**src/rtl/rwg_weight_loader.sv**
```systemverilog
`default_nettype none
// ---------------------------------------------------------------------------
// rwg_weight_loader: seeds rwg one neuron at a time, buffers the LFSR words
// and streams them as signed weights into the hidden-layer weight memory.
// Revision: 1.0
// ---------------------------------------------------------------------------
module rwg_weight_loader #(
  parameter int NUM_NEURONS = 12,
  parameter int WPN         = 11,
  parameter int W           = 11,
  parameter int ADDR_W      = 8
) (
  input  logic              clk2,
  input  logic              rst_n,
  input  logic              start,
  input  logic [W-1:0]      lfsr_random,
  output logic [11:0]       seed_n,
  output logic              busy,
  output logic              done,
  output logic              w_valid,
  input  logic              w_ready,
  output logic [W-1:0]      w_data,
  output logic [ADDR_W-1:0] w_addr,
  output logic [3:0]        neuron_idx
);

  localparam int                IDX_W       = (WPN > 1) ? $clog2(WPN) : 1;
  localparam logic [IDX_W-1:0]  LAST_IDX    = IDX_W'(WPN - 1);
  localparam logic [3:0]        LAST_NEURON = 4'(NUM_NEURONS - 1);
  localparam logic [ADDR_W-1:0] WPN_A       = ADDR_W'(WPN);

  typedef enum logic [2:0] {
    S_IDLE    = 3'd0,
    S_SEED    = 3'd1,
    S_CAPTURE = 3'd2,
    S_DRAIN   = 3'd3,
    S_DONE    = 3'd4
  } state_t;

  state_t              state_q, state_d;
  logic [3:0]          neuron_q, neuron_d;
  logic [IDX_W-1:0]    cnt_q, cnt_d;
  logic [IDX_W-1:0]    rd_q, rd_d;
  logic [11:0]         seed_n_q, seed_n_d;
  logic                busy_q, busy_d;
  logic                done_q, done_d;
  logic                w_valid_q, w_valid_d;
  logic [W-1:0]        w_data_q, w_data_d;
  logic [ADDR_W-1:0]   w_addr_q, w_addr_d;
  logic [W-1:0]        rd_word;
  logic [W-1:0]        wbuf_q [WPN];

  // Offset-binary LFSR sample to two's complement: flip the MSB.
  function automatic logic [W-1:0] to_weight(input logic [W-1:0] s);
    return {~s[W-1], s[W-2:0]};
  endfunction

  always_comb begin
    state_d  = state_q;
    neuron_d = neuron_q;
    cnt_d    = cnt_q;
    rd_d     = rd_q;
    w_data_d = w_data_q;
    w_addr_d = w_addr_q;
    case (state_q)
      S_IDLE: begin
        if (start) begin
          state_d  = S_SEED;
          neuron_d = 4'd0;
        end
      end
      S_SEED: begin
        state_d = S_CAPTURE;
        cnt_d   = '0;
      end
      S_CAPTURE: begin
        if (cnt_q == LAST_IDX) begin
          state_d = S_DRAIN;
          rd_d    = '0;
        end else begin
          cnt_d = cnt_q + 1'b1;
        end
      end
      S_DRAIN: begin
        if (w_valid_q && w_ready) begin
          if (rd_q == LAST_IDX) begin
            if (neuron_q == LAST_NEURON) begin
              state_d = S_DONE;
            end else begin
              neuron_d = neuron_q + 4'd1;
              state_d  = S_SEED;
            end
          end else begin
            rd_d = rd_q + 1'b1;
          end
        end
      end
      S_DONE:  state_d = S_IDLE;
      default: state_d = S_IDLE;
    endcase

    // The final capture lands in the buffer on the same edge the first word is
    // registered, so forward the live sample when it is the one being read.
    if (state_q == S_CAPTURE && rd_d == cnt_q) rd_word = lfsr_random;
    else                                       rd_word = wbuf_q[rd_d];

    if (state_d == S_DRAIN) begin
      w_data_d = to_weight(rd_word);
      w_addr_d = ADDR_W'(neuron_d) * WPN_A + ADDR_W'(rd_d);
    end

    seed_n_d  = (state_d == S_SEED) ? ~(12'd1 << neuron_d) : 12'hFFF;
    busy_d    = (state_d != S_IDLE);
    done_d    = (state_d == S_DONE);
    w_valid_d = (state_d == S_DRAIN);
  end

  always_ff @(posedge clk2 or negedge rst_n) begin
    if (!rst_n) begin
      state_q   <= S_IDLE;
      neuron_q  <= 4'd0;
      cnt_q     <= '0;
      rd_q      <= '0;
      seed_n_q  <= 12'hFFF;
      busy_q    <= 1'b0;
      done_q    <= 1'b0;
      w_valid_q <= 1'b0;
      w_data_q  <= '0;
      w_addr_q  <= '0;
    end else begin
      state_q   <= state_d;
      neuron_q  <= neuron_d;
      cnt_q     <= cnt_d;
      rd_q      <= rd_d;
      seed_n_q  <= seed_n_d;
      busy_q    <= busy_d;
      done_q    <= done_d;
      w_valid_q <= w_valid_d;
      w_data_q  <= w_data_d;
      w_addr_q  <= w_addr_d;
    end
  end

  always_ff @(posedge clk2) begin
    if (state_q == S_CAPTURE) wbuf_q[cnt_q] <= lfsr_random;
  end

  assign seed_n     = seed_n_q;
  assign busy       = busy_q;
  assign done       = done_q;
  assign w_valid    = w_valid_q;
  assign w_data     = w_data_q;
  assign w_addr     = w_addr_q;
  assign neuron_idx = neuron_q;

endmodule
`default_nettype wire

```
**config.mk**
```make
export PLATFORM = sky130hd
export DESIGN_NAME = rwg_weight_loader
export DESIGN_NICKNAME = d
export VERILOG_FILES = /design/src/rtl/rwg_weight_loader.sv
export SDC_FILE = /design/constraint.sdc
export NUM_CORES = 1
export LEC_CHECK = 0
export CAP_MARGIN = 30
export CORE_MARGIN = 10
export CORE_UTILIZATION = 25
export CTS_CLUSTER_SIZE = 25
export DETAILED_ROUTE_END_ITERATION = 7
export GPL_ROUTABILITY_DRIVEN = 0
export PLACE_DENSITY_LB_ADDON = 0.05
export SETUP_SLACK_MARGIN = 0.05
export SLEW_MARGIN = 10
export SYNTH_ARGS = -nofsm -noshare
export SYNTH_HDL_FRONTEND = slang
export SYNTH_SLANG_ARGS = --single-unit
```
**constraint.sdc**
```tcl
create_clock -name clk2 -period 5.5 [get_ports clk2]
set_input_delay 1.375 -clock clk2 [delete_from_list [all_inputs] [get_ports clk2]]
set_output_delay 1.375 -clock clk2 [all_outputs]
set_load 0.01 [all_outputs]
```
Word level (Yosys, flattened, before mapping)
Memory sizes are Yosys's and may differ from the RTL's. Index checks and enable logic that the tools add are counted. Widths: inputs -> output; s select.

Register bits after elaboration: 49. RAM bits: 121. Memories: 1.

Memory list: wbuf_q (words 11, bits a word 11, rd ports 1, clocked after Yosys merged registers in 0, write ports 1, RTL line 51) `logic [W-1:0] wbuf_q [WPN];`.

Add/sub/neg operators: 4. Multipliers: 1. Equal/unequal tests: 11. Shift operators: 1. Muxes and demuxes: 21. Bitwise gates (word level): 2. Reduce and logical (&&, ||, !) cells: 6.

Operator list (number): $mux 4 (8); $pmux 4 s2 (3); $mux 3 (5); $add 4x1->4 const B (3); $eq 4x4->1 const B (3); $mux 12 (1); $not 12->12 (1); $pmux 3 s4 (1); $shl 1x4->12 const A (1); $mux 11 (1); $eq 3x2->1 const B (3); $add 8x4->8 (1); $mul 4x4->8 const B (1); $eq 3x1->1 const B (2); $eq 4x4->1 (1); $eq 3x3->1 const B (1); $logic_not 3->1 (1); $reduce_bool 3->1 (1); $logic_and 1x1->1 (2); $mux 1 (2); $ne 2x2->1 const B (1); $reduce_and 2->1 (1); $reduce_bool 2->1 (1); $not 1->1 (1).

Longest topological paths before layout
Gate-level depths: netlist of the first run.

Depth in word-level cells: 8. Mapped depth: 18. Depth with buffers taken out: 18.

Least setup slack after synthesis of the first run
Ideal clock, no wire load.

Path type: input port to flip-flop. From: input port w_ready. To: register w_addr_q[7], in the netlist w_addr[7]. Arrival: 4.774 ns. Path slack: 0.602 ns. Stages: 14. Path through: nand2_1 nor3_1 nand2_1 o21ai_0 ha_1 ha_1 fa_1 ha_1 a21o_1 a21oi_1 o21bai_1 a21oi_1 xnor2_1 mux2_2.

Longest elaborated chain between the ends: 5. Elaborated cells on any way between the ends: 10. Classes of those cells: add/sub (1); mul (1); eq/ne (1); mux (6); reduce/logical (1).

RTL lines: start: declaration (RTL line 21) `input logic w_ready,`; $logic_and 1x1->1 (RTL line 85) `if (w_valid_q && w_ready) begin`; $mux 4 (RTL line 85); $pmux 4 s2 (RTL line 65) `case (state_q)`; net neuron_d[0] (RTL line 41) `logic [3:0] neuron_q, neuron_d;`; $mul 4x4->8 (RTL line 109) `w_addr_d = ADDR_W'(neuron_d) * WPN_A + ADDR_W'(rd_d);`; $add 8x4->8 (RTL line 109); end signal: assignment (RTL line 140) `w_addr_q <= w_addr_d;`; end: declaration (RTL line 49) `logic [ADDR_W-1:0] w_addr_q, w_addr_d;`.

The timed path passes the listed nets, and every way through them passes these cells. A chain may end at the register's enable or synchronous reset.

Final worst setup path of the first run
Ends and elaborated chain as after synthesis.

==> key figures, run 1 <==
Floorplan
  – Area enclosed by the die boundary: 36600 um2
  – Core Box Area: 28900 um2
  – Top-level I/O count: 53
  – Initial core utilization: 25.4%
  – Floorplan row count: 62
  – Width of the die: 191 um
  – Die boundary height: 191 um

Finish
  – Net count, final: 615
  – Proportion of layout cells with a drive suffix above 1: 13.1%
  – Commonest non-fill, non-tap cells in the layout: sky130_fd_sc_hd__edfxtp_1 (121), sky130_fd_sc_hd__mux2i_1 (68), sky130_fd_sc_hd__nand2_1 (51), sky130_fd_sc_hd__clkdlybuf4s50_1 (51), sky130_fd_sc_hd__dfrtp_1 (37)
  – Count of antenna diodes in the layout: 0
  – Most common cell after layout, fill and taps aside: sky130_fd_sc_hd__edfxtp_1
  – Synthesis-to-layout area growth: 22.3%

Worst hold path
  – Cell count of the worst hold path: 1
  – Worst min-delay path class: flop to flop
  – Start point of the worst hold path: w_addr[0]
  – Worst Hold Endpoint: w_addr[0]

Synth
  – Post-synth top flop: sky130_fd_sc_hd__edfxtp_1
  – Number of synthesized register bits: 170
  – Yosys top cell by area: sky130_fd_sc_hd__edfxtp_1
  – Biggest area contributors in the synthesized netlist: sky130_fd_sc_hd__edfxtp_1 (50%), sky130_fd_sc_hd__dfrtp_1 (13%), sky130_fd_sc_hd__mux2i_1 (9.3%)
  – Synthesized instance count: 502
  – Average footprint of a synthesized cell: 14.6 um2
  – Number of unique standard cell types used by synthesis: 49
  – Area of the mapped netlist: 7330 um2
  – Synth async-reset ratio: 28.8%
  – Number of flops mapped to enable cells by yosys: 121
  – Number of warnings reported in the yosys synthesis log: 0
  – Area share of the largest cell type after synthesis: 49.6%
  – Net count after synthesis: 548
  – Register area share after synthesis: 66.5%

Critical path
  – Worst-path maximum fanout: 5
  – Setup crit end kind: flop
  – Critical Path RT: 5.81 ns
  – R2R Setup Slk: 1.08 ns
  – Worst EP arrival: 5.25 ns
  – Critical path launch point type: input port
  – Worst reg-to-reg path cell count: 15
  – Critical path type: input port to flop
  – Terminus of the critical flop-to-flop path: w_addr[7]
  – Worst R2R Start: state_q[0]

STA
  – Final sum of negative setup slack: 0 ns
  – Post-Route Hold Slack: 0.512 ns
  – Setup Skew: 0.0151 ns
  – Final count of hold timing violations: 0
  – Maximum operating frequency: 202 MHz
  – Final period utilization: 89.9%
  – Max-slew violation count: 0
  – Setup Viol. Count Final: 0
  – Tmin final: 4.95 ns
  – RSZ-0062 raised after global routing: false
  – Worst-margin pin slew: 0.876 ns
  – Max_slew headroom: 41.3%
  – Final WS setup: 0.554 ns

Place
  – Detailed-placement wirelength estimate: 12100 um
  – Worst slack, placed: 0.112 ns
  – Number of buffers inserted by port buffering: 52

Clock network
  – Cts bufs inserted: 17
  – Clock insertion delay at the later pin of the skew report: 0.43 ns
  – Buffer type at the clock tree root: sky130_fd_sc_hd__clkbuf_16
  – Number of hold-repair buffers added at the cts stage: 0
  – Setup bufs post-CTS: 0
  – Clock tree from TritonCTS: built
  – Clock transition time at the flip-flop clock pins of the worst setup and hold paths: 0.07 ns
  – Resize count post-CTS: 0
  – H-tree levels: 4
  – CTS sink count: 170
  – Maximum count of clock buffers along a single path: 2

GRT
  – GRT Util Overall: 10.2%
  – Wire length of the first global-routing pass: 27800 um
  – Overflow left after global routing: 0
  – Largest net degree at the start of global routing: 50
  – Antenna violations before repair: 0
  – Via count of the first global-routing pass: 4464

Drt
  – Final Routed Wirelength: 18100 um
  – First-pass iteration count of the detailed router: 4
  – Antenna violation net count after detailed routing: 0
  – Routed wire length per instance: 18.7 um
  – Iteration-0 DRC Markers: 220
  – Detailed-routed wire length on met2: 8570 um
  – Routed metal-1 wirelength: 8720 um
  – Highest metal used: met4
  – Total length of routed met3 wires: 571 um
  – Vias/cell: 4.36
  – Vias: 4208
  – Post-detailed-route DRC marker count: 0

Flow run
  – Number of max-cap violations: 0

Power
  – PwrDens: 546 nW/um2
  – Maximum VDD drop: 0.219 mV
  – LEAKAGE: 3.46 nW
  – Power, Total: 4.90 mW

Status
  – Run status: complete, no violations
registers in the layout, summed over array words and instances (netlist names):
| register | cells |
|---|---|
| wbuf_q | 121 |
| seed_n | 12 |
| w_data | 11 |
| w_addr | 8 |
| cnt_q | 4 |
| neuron_idx | 4 |
| rd_q | 4 |
| state_q | 3 |
| busy | 1 |
| done | 1 |
| w_valid | 1 |
worst max-delay path, stage by stage:
cell and delay (ns):
sky130_fd_sc_hd__clkdlybuf4s50_1 0.47, sky130_fd_sc_hd__nand2_1 0.07, sky130_fd_sc_hd__nor3_1 0.27, sky130_fd_sc_hd__nand2_1 0.13, sky130_fd_sc_hd__mux2i_1 0.13, sky130_fd_sc_hd__or2_2 0.32, sky130_fd_sc_hd__inv_1 0.16, sky130_fd_sc_hd__ha_1 0.28
sky130_fd_sc_hd__fa_1 0.54, sky130_fd_sc_hd__fa_1 0.47, sky130_fd_sc_hd__a21o_1 0.19, sky130_fd_sc_hd__a21oi_1 0.23, sky130_fd_sc_hd__o21bai_1 0.09, sky130_fd_sc_hd__a21oi_1 0.18, sky130_fd_sc_hd__xnor2_1 0.08, sky130_fd_sc_hd__mux2_2 0.26
per-layer routing:
metal | GRT usage [%] | vias to the layer above
met5 | 0 | -
met4 | 2.79 | 0
met3 | 2.10 | 14
met2 | 16.6 | 70
met1 | 13.4 | 2107
li1 | - | 2017
power breakdown:
group	leakage (nW)	switching, mW	internal, mW
logic	1.51	1.15	0.827
clock network	0.286	0.588	0.612
registers	1.67	0.127	1.59
total	3.46	1.86	3.03
cells in the mapped netlist (5+ instances only):
master,count
sky130_fd_sc_hd__mux2_2,7
sky130_fd_sc_hd__nand2_1,51
sky130_fd_sc_hd__xnor2_1,5
sky130_fd_sc_hd__dfrtp_1,37
sky130_fd_sc_hd__a32oi_1,10
sky130_fd_sc_hd__o21ai_0,5
sky130_fd_sc_hd__inv_1,11
sky130_fd_sc_hd__buf_2,9
sky130_fd_sc_hd__and2_1,10
sky130_fd_sc_hd__nor2b_1,5
sky130_fd_sc_hd__o211ai_1,13
sky130_fd_sc_hd__nor2_1,22
sky130_fd_sc_hd__a21oi_1,10
sky130_fd_sc_hd__ha_1,28
sky130_fd_sc_hd__dfstp_2,12
sky130_fd_sc_hd__nand3_1,6
sky130_fd_sc_hd__nor3_1,8
sky130_fd_sc_hd__mux2i_1,68
sky130_fd_sc_hd__a31oi_1,11
sky130_fd_sc_hd__edfxtp_1,121
cell families after synthesis:
kind of cell / count (synthesis) / share of synthesized area [%]
buffers and inverters: 32 / 2.32
AOI/OAI and AO/OA: 64 / 6.09
and+or+nand+nor: 123 / 8.30
xor gates and xnor gates: 7 / 0.836
adders and majority gates: 31 / 5.60
muxes: 75 / 10.4
DFF: 170 / 66.5
area by class of cell:
class / instances / area, um2
fill: 2868 / 19900
sequential: 170 / 4870
clock inverter: 15 / 173
tap: 384 / 480
timing repair buffer: 69 / 663
clock buffer: 17 / 425
inverter: 11 / 41.3
multi-input combinational: 300 / 2300
how the worst max path moves through the flow:
stage,slack (ns),endpoint,from
3_3_place_gp,0.18,w_addr[7],w_ready
6_report,0.55,w_addr[7],w_ready
2_1_floorplan,0.60,w_addr[7],w_ready
3_5_place_dp,0.11,w_addr[7],w_ready
5_1_grt,0.29,w_addr[7],w_ready
4_1_cts,0.54,w_addr[7],w_ready
through the flow:
stage,cells,instance area (um2),utilization [%]
floorplan,502,7330,-
global placement,933,8340,28.9
detailed placement,934,8360,29.0
CTS,966,8960,31.1
global route,966,8960,31.1
finish,966,8960,31.1
(Power assumes the default switching activity.)
==> run 2, diff against run 1 <==
- CORE_UTILIZATION: 25 -> 58
==> key figures, run 2 (synthesis gave the netlist of run 1 again) <==
Floorplan
  – Die boundary height: 132 um (-31%)
  – Area enclosed by the die boundary: 17500 um2 (-52%)
  – Floorplan row count: 41 (-34%)
  – Top-level I/O count: 53 (unchanged)
  – Width of the die: 132 um (-31%)
  – Core Box Area: 12500 um2 (-57%)
  – Initial core utilization: 58.6% (+33 points)

Critical path
  – Cells along the critical path: clkdlybuf4s50_1 -> nand2_1 -> nor3_1 -> buf_4 -> nand2_1 -> mux2i_1 -> or2_2 -> inv_1 -> ha_1 -> fa_1 -> fa_1 -> a21o_1 -> a21oi_1 -> o21bai_1 -> a21oi_1 -> xnor2_1 -> mux2_2
  – Critical path launch point type: input port
  – Worst path buffer plus inverter count: 3 (+1)
  – Maximum cell stage delay along the critical path: 0.53 ns (about the same)
  – Critical Path RT: 5.80 ns (about the same)
  – Slowest stage cell on the critical path: sky130_fd_sc_hd__fa_1
  – Worst-path maximum fanout: 5 (unchanged)
  – Worst EP arrival: 5.29 ns (+0.04 ns)
  – Critical path type: input port to flop
  – Worst path top cell family by delay: adder cells
  – Setup crit end kind: flop

STA
  – Tmin final: 4.99 ns (+0.0436 ns)
  – Post-Route Hold Slack: 0.507 ns (-0.00518 ns)
  – Final sum of negative setup slack: 0 ns (unchanged)
  – Setup Skew: 0.00896 ns (-0.00617 ns)
  – Maximum operating frequency: 200 MHz (-0.87%)
  – Final period utilization: 90.7% (+0.79 points)
  – RSZ-0062 raised after global routing: false
  – Worst-margin pin slew: 0.962 ns (+0.0856 ns)
  – Setup Viol. Count Final: 0 (unchanged)
  – Max_slew headroom: 35.9% (-5.4 points)
  – Final count of hold timing violations: 0 (unchanged)
  – Max-slew violation count: 0 (unchanged)

Clock network
  – Resize count post-CTS: 0 (unchanged)
  – Setup bufs post-CTS: 0 (unchanged)
  – Cts bufs inserted: 17 (unchanged)
  – Clock tree from TritonCTS: built
  – Clock transition time at the flip-flop clock pins of the worst setup and hold paths: 0.06 ns (about the same)
  – Maximum count of clock buffers along a single path: 2 (unchanged)
  – CTS sink count: 170 (unchanged)
  – Buffer type at the clock tree root: sky130_fd_sc_hd__clkbuf_16
  – Clock insertion delay at the later pin of the skew report: 0.42 ns (about the same)
  – Number of hold-repair buffers added at the cts stage: 0 (unchanged)
  – H-tree levels: 4 (unchanged)

Power
  – Power, Total: 4.69 mW (-4.2%)
  – Maximum VDD drop: 0.325 mV (+49%)
  – PwrDens: 545 nW/um2 (-0.25%)
  – LEAKAGE: 3.42 nW (-1.2%)

GRT
  – Overflow left after global routing: 0 (unchanged)
  – Wire length of the first global-routing pass: 23400 um (-16%)
  – Antenna violations before repair: 0 (unchanged)
  – Largest net degree at the start of global routing: 57 (+14%)
  – Via count of the first global-routing pass: 4266 (-4.4%)
  – GRT Util Overall: 17.2% (+7.1 points)

Drt
  – First-pass iteration count of the detailed router: 5 (+1)
  – Vias: 4257 (+1.2%)
  – Routed wire length per instance: 19.8 um (+6.1%)
  – Final Routed Wirelength: 14800 um (-18%)
  – Vias/cell: 5.69 (+31%)
  – Antenna violation net count after detailed routing: 0 (unchanged)
  – Iteration-0 DRC Markers: 238 (+8.2%)
  – Post-detailed-route DRC marker count: 0 (unchanged)

Finish
  – Layout Cell Area excl Fill: 8610 um2 (-4.0%)
  – Net count, final: 610 (-0.81%)
  – Non-filler cells, final: 748 (-23%)
  – Count of antenna diodes in the layout: 0 (unchanged)
  – Largest Register: wbuf_q
  – Most common cell after layout, fill and taps aside: sky130_fd_sc_hd__edfxtp_1
  – Commonest non-fill, non-tap cells in the layout: sky130_fd_sc_hd__edfxtp_1 (121), sky130_fd_sc_hd__mux2i_1 (68), sky130_fd_sc_hd__nand2_1 (51), sky130_fd_sc_hd__clkdlybuf4s50_1 (51), sky130_fd_sc_hd__dfrtp_1 (37)
  – Flip-flop count of the largest register, all copies and words added: 121 (unchanged)
  – Proportion of layout cells with a drive suffix above 1: 11.3% (-1.8 points)
  – Synthesis-to-layout area growth: 17.4%

Worst hold path
  – Worst min-delay path class: flop to flop

Place
  – Detailed-placement wirelength estimate: 9530 um (-21%)
  – Post-detailed-placement cell area: 8040 um2 (-3.9%)
  – Number of placed cells counting well taps: 717 (-23%)
  – Number of buffers inserted by port buffering: 52 (unchanged)

Flow run
  – Number of max-cap violations: 0 (unchanged)

Status
  – Run status: complete, no violations
run 2: cell types whose count changed in the layout (fill, tap and decap cells not counted), moves of 2 or more:
cell / delta
sky130_fd_sc_hd__clkinv_8: -5
sky130_fd_sc_hd__buf_4: -4
sky130_fd_sc_hd__clkbuf_1: +4
sky130_fd_sc_hd__inv_8: -4
sky130_fd_sc_hd__bufinv_16: +2
sky130_fd_sc_hd__clkbuf_8: +2
sky130_fd_sc_hd__inv_6: -2
run 2: worst paths after layout:
kind / from / end / slack [ns] / depth (start not counted)
max: w_ready / w_addr[7] / 0.51 / 17
min: w_addr[2] / w_addr[2] / 0.51 / 1
max reg2reg: state_q[0] / w_addr[7] / 1.11 / 16
min reg2reg: w_addr[2] / w_addr[2] / 0.51 / 1
max in group asynchronous: rst_n / w_data[4] / 4.01 / 2
min in group asynchronous: rst_n / cnt_q[3] / 1.05 / 2
run 2: metrics by stage:
step / worst slack [ns] / utilization, %
after floorplan: 0.602 / -
after detailed placement: 0.0970 / 64.2
after global routing: 0.226 / 68.8
after global placement: 0.148 / 64.2
final: 0.510 / 68.8
after CTS: 0.511 / 68.8
run 2: per-layer routing:
| layer | part of all wire, % | wire length [um] | global-route usage (%) | up-vias |
|---|---|---|---|---|
| met5 | 0 | 0 | 0 | - |
| met4 | 2.3 | 337 | 7.82 | 0 |
| met3 | 5.0 | 736 | 3.86 | 21 |
| met2 | 50 | 7460 | 28.5 | 133 |
| met1 | 42 | 6300 | 21.2 | 2105 |
| li1 | - | - | - | 1998 |
run 2: power breakdown:
group / switching [mW] / total, mW / internal, mW
Combinational: 1.04 / 1.82 / 0.782
Sequential: 0.135 / 1.73 / 1.60
Clock: 0.455 / 1.14 / 0.688
Total: 1.63 / 4.69 / 3.07
run 2: final cells by class:
| cell class | instances | area, um2 |
|---|---|---|
| Sequential cell | 170 | 4870 |
| Fill cell | 921 | 3910 |
| Multi-Input combinational cell | 300 | 2300 |
| Timing Repair Buffer | 64 | 606 |
| Clock buffer | 23 | 468 |
| Tap cell | 172 | 215 |
| Clock inverter | 8 | 98.8 |
| Inverter | 11 | 41.3 |
==> run 3, diff against run 2 <==
- ABC_AREA: default -> 1
- CORE_ASPECT_RATIO: default -> 0.7
- CORE_UTILIZATION: 58 -> 59
==> key figures, run 3 <==
Status
  – Run status: complete, no violations

Power
  – Reported net switching power: 1.62 mW (-0.42%)
  – Switching Share: 37.7% (+3.0 points)
  – LEAKAGE: 3.90 nW (+14%)
  – Relative contribution of combinational cells to total power: 33.1% (-5.6 points)
  – Power, Total: 4.30 mW (-8.4%)
  – Maximum VDD drop: 0.259 mV (-20%)
  – Relative contribution of the clock network to total power: 27.5% (+3.1 points)
  – Sequential cell fraction of total power: 39.4% (+2.5 points)
  – PwrDens: 470 nW/um2 (-14%)
  – Internal power: 2.68 mW (-13%)

GRT
  – GRT Util Overall: 21.0% (+3.7 points)
  – Via count of the first global-routing pass: 5538 (+30%)
  – Largest net degree at the start of global routing: 50 (-12%)
  – Wire length of the first global-routing pass: 29500 um (+26%)
  – Overflow left after global routing: 0 (unchanged)
  – Antenna violations before repair: 0 (unchanged)

Floorplan
  – Floorplan row count: 35 (-15%)
  – Width of the die: 158 um (+19%)
  – Initial core utilization: 60.0% (+1.4 points)
  – Area enclosed by the die boundary: 18400 um2 (+5.0%)
  – Top-level I/O count: 53 (unchanged)
  – Die boundary height: 117 um (-12%)
  – Core Box Area: 13100 um2 (+4.6%)

Finish
  – Largest Register: wbuf_q
  – Count of antenna diodes in the layout: 0 (unchanged)
  – Final Util: 69.8% (+1.1 points)
  – Layout Cell Area excl Fill: 9140 um2 (+6.2%)
  – Synthesis-to-layout area growth: 16.4%
  – Proportion of layout cells with a drive suffix above 1: 9.95% (-1.3 points)
  – Non-filler cells, final: 990 (+32%)
  – Most common cell after layout, fill and taps aside: sky130_fd_sc_hd__nand2_1
  – Commonest non-fill, non-tap cells in the layout: sky130_fd_sc_hd__nand2_1 (201), sky130_fd_sc_hd__nand3_1 (127), sky130_fd_sc_hd__edfxtp_1 (121)
  – Flip-flop count of the largest register, all copies and words added: 121 (unchanged)
  – Net count, final: 857 (+40%)

STA
  – Setup Skew: 0.00994 ns (+0.000988 ns)
  – Final sum of negative setup slack: 0 ns (unchanged)
  – Final period utilization: 91.7% (+0.99 points)
  – Post-Route Hold Slack: 0.480 ns (-0.0265 ns)
  – Setup Viol. Count Final: 0 (unchanged)
  – Final WS setup: 0.456 ns (-0.0543 ns)
  – Max-slew violation count: 0 (unchanged)
  – RSZ-0062 raised after global routing: false
  – Max_slew headroom: 46.3% (+10 points)
  – Maximum operating frequency: 198 MHz (-1.1%)
  – Tmin final: 5.04 ns (+0.0543 ns)
  – Final count of hold timing violations: 0 (unchanged)
  – Worst-margin pin slew: 0.797 ns (-0.165 ns)

Worst hold path
  – Worst min-delay path class: flop to flop

Critical path
  – Setup crit end kind: flop
  – Worst reg-to-reg path cell count: 20 (+4)
  – Critical path type: input port to flop
  – Worst EP arrival: 5.35 ns (+0.06 ns)
  – Worst setup endpoint: w_addr[6]
  – Worst-path maximum fanout: 5 (unchanged)
  – Critical Path RT: 5.81 ns (about the same)
  – Start point of the critical path: w_ready
  – Critical path launch point type: input port
  – Worst R2R Start: rd_q[0]
  – R2R Setup Slk: 1.32 ns (+0.21 ns)
  – Terminus of the critical flop-to-flop path: w_addr[6]

Synth
  – Synthesized instance count: 749 (+49%)
  – Number of flops mapped to enable cells by yosys: 121 (unchanged)
  – Commonest cells in the netlist: sky130_fd_sc_hd__nand2_1 (201), sky130_fd_sc_hd__nand3_1 (127), sky130_fd_sc_hd__edfxtp_1 (121)
  – Yosys top cell by area: sky130_fd_sc_hd__edfxtp_1
  – Post-synth top flop: sky130_fd_sc_hd__edfxtp_1
  – Net count after synthesis: 795 (+45%)
  – Area of the mapped netlist: 7860 um2 (+7.2%)
  – Average footprint of a synthesized cell: 10.5 um2 (-28%)
  – Number of synthesized register bits: 170 (unchanged)
  – Most frequent cell after synthesis: sky130_fd_sc_hd__nand2_1
  – Synth async-reset ratio: 28.8% (unchanged)
  – Register area share after synthesis: 62.0% (-4.5 points)
  – Number of warnings reported in the yosys synthesis log: 0 (unchanged)
  – Biggest area contributors in the synthesized netlist: sky130_fd_sc_hd__edfxtp_1 (46%), sky130_fd_sc_hd__dfrtp_1 (12%), sky130_fd_sc_hd__nand2_1 (9.6%)
  – Area share of the largest cell type after synthesis: 46.2% (-3.3 points)
  – Number of unique standard cell types used by synthesis: 36 (-27%)

Place
  – Number of placed cells counting well taps: 958 (+34%)
  – Post-detailed-placement cell area: 8550 um2 (+6.3%)
  – Worst slack, placed: 0.0559 ns (-0.0411 ns)
  – Number of buffers inserted by port buffering: 52 (unchanged)
  – Detailed-placement wirelength estimate: 12100 um (+27%)

Drt
  – Post-detailed-route DRC marker count: 0 (unchanged)
  – Antenna violation net count after detailed routing: 0 (unchanged)
  – First-pass iteration count of the detailed router: 5 (unchanged)
  – Routed wire length per instance: 18.7 um (-5.9%)
  – Iteration-0 DRC Markers: 497 (+110%)
  – Vias: 5527 (+30%)
  – Final Routed Wirelength: 18500 um (+25%)
  – Vias/cell: 5.58 (-1.9%)

Flow run
  – Number of max-cap violations: 0 (unchanged)

Clock network
  – CTS sink count: 170 (unchanged)
  – Clock transition time at the flip-flop clock pins of the worst setup and hold paths: 0.07 ns (about the same)
  – H-tree levels: 4 (unchanged)
  – Clock tree from TritonCTS: built
  – Buffer type at the clock tree root: sky130_fd_sc_hd__clkbuf_16
  – Number of hold-repair buffers added at the cts stage: 0 (unchanged)
  – Maximum count of clock buffers along a single path: 2 (unchanged)
  – Setup bufs post-CTS: 0 (unchanged)
  – Resize count post-CTS: 0 (unchanged)
  – Clock insertion delay at the later pin of the skew report: 0.43 ns (about the same)
  – Cts bufs inserted: 17 (unchanged)
[run 3: cell types whose count changed after synthesis, sizes merged, moves of 11 or more]
cell	previous run	this run
a31oi	11	0
inv	11	79
mux2i	68	0
nand2	51	206
nand3	6	129
nand3b	4	26
[run 3: cell type report]
cell class	instances	area, um2
inverters	80	303
clock buffers	17	425
fillers	937	3950
multi-input cells	471	2500
clock inverters	15	170
repair buffers	71	658
flip-flops and latches	170	4870
well taps	166	208
[run 3: worst min path at each step]
stage	start	endpoint	slack, ns	cells after the start
finish	w_addr[2]	w_addr[2]	0.48	2
global route	w_addr[2]	w_addr[2]	0.52	2
CTS	w_addr[2]	w_addr[2]	0.49	2
detailed placement	w_addr[2]	w_addr[2]	0.47	2
global placement	w_addr[1]	w_addr[1]	0.46	2
floorplan	w_addr[0]	w_addr[0]	0.51	2
[run 3: logic make-up (layout without fill, tap and decap cells)]
family	Yosys count	count (layout)	share of synthesized area, %
compound gates	27	27	1.91
xor+xnor	5	5	0.557
fa+ha+maj	31	31	5.22
buf+inv	108	183	6.08
flops	170	170	62.0
simple gates	408	408	24.2
[run 3: worst max-delay path, stage by stage]
cell and delay [ns]:
sky130_fd_sc_hd__clkdlybuf4s50_1 0.51, sky130_fd_sc_hd__nand2_1 0.17, sky130_fd_sc_hd__nor2_4 0.21, sky130_fd_sc_hd__nand2_1 0.13
sky130_fd_sc_hd__inv_1 0.14, sky130_fd_sc_hd__nand2_1 0.09, sky130_fd_sc_hd__o21ai_0 0.24, sky130_fd_sc_hd__inv_1 0.18
sky130_fd_sc_hd__ha_1 0.31, sky130_fd_sc_hd__ha_1 0.30, sky130_fd_sc_hd__fa_1 0.49, sky130_fd_sc_hd__ha_1 0.37
sky130_fd_sc_hd__a21oi_1 0.19, sky130_fd_sc_hd__nand2_1 0.11, sky130_fd_sc_hd__a21oi_1 0.13, sky130_fd_sc_hd__nor2_1 0.05
sky130_fd_sc_hd__nor2_1 0.11, sky130_fd_sc_hd__xor2_1 0.15, sky130_fd_sc_hd__o21ai_0 0.08
[run 3: power by group through the flow]
stage	clock network [mW]	logic [mW]	registers, mW
finish	1.18	1.42	1.69
global route	1.26	1.59	1.71
CTS	1.20	1.42	1.69
detailed placement	0	1.40	1.72
global placement	0	1.38	1.71
floorplan	0	0.932	1.73
[run 3: routing by layer]
layer	part of all wire, %	global-route usage [%]	routed length (um)	up-vias
li1	-	-	-	2646
met1	45	29.2	8330	2643
met2	45	32.0	8390	218
met3	8.4	4.82	1550	20
met4	1.1	6.71	207	0
met5	0	0	0	-
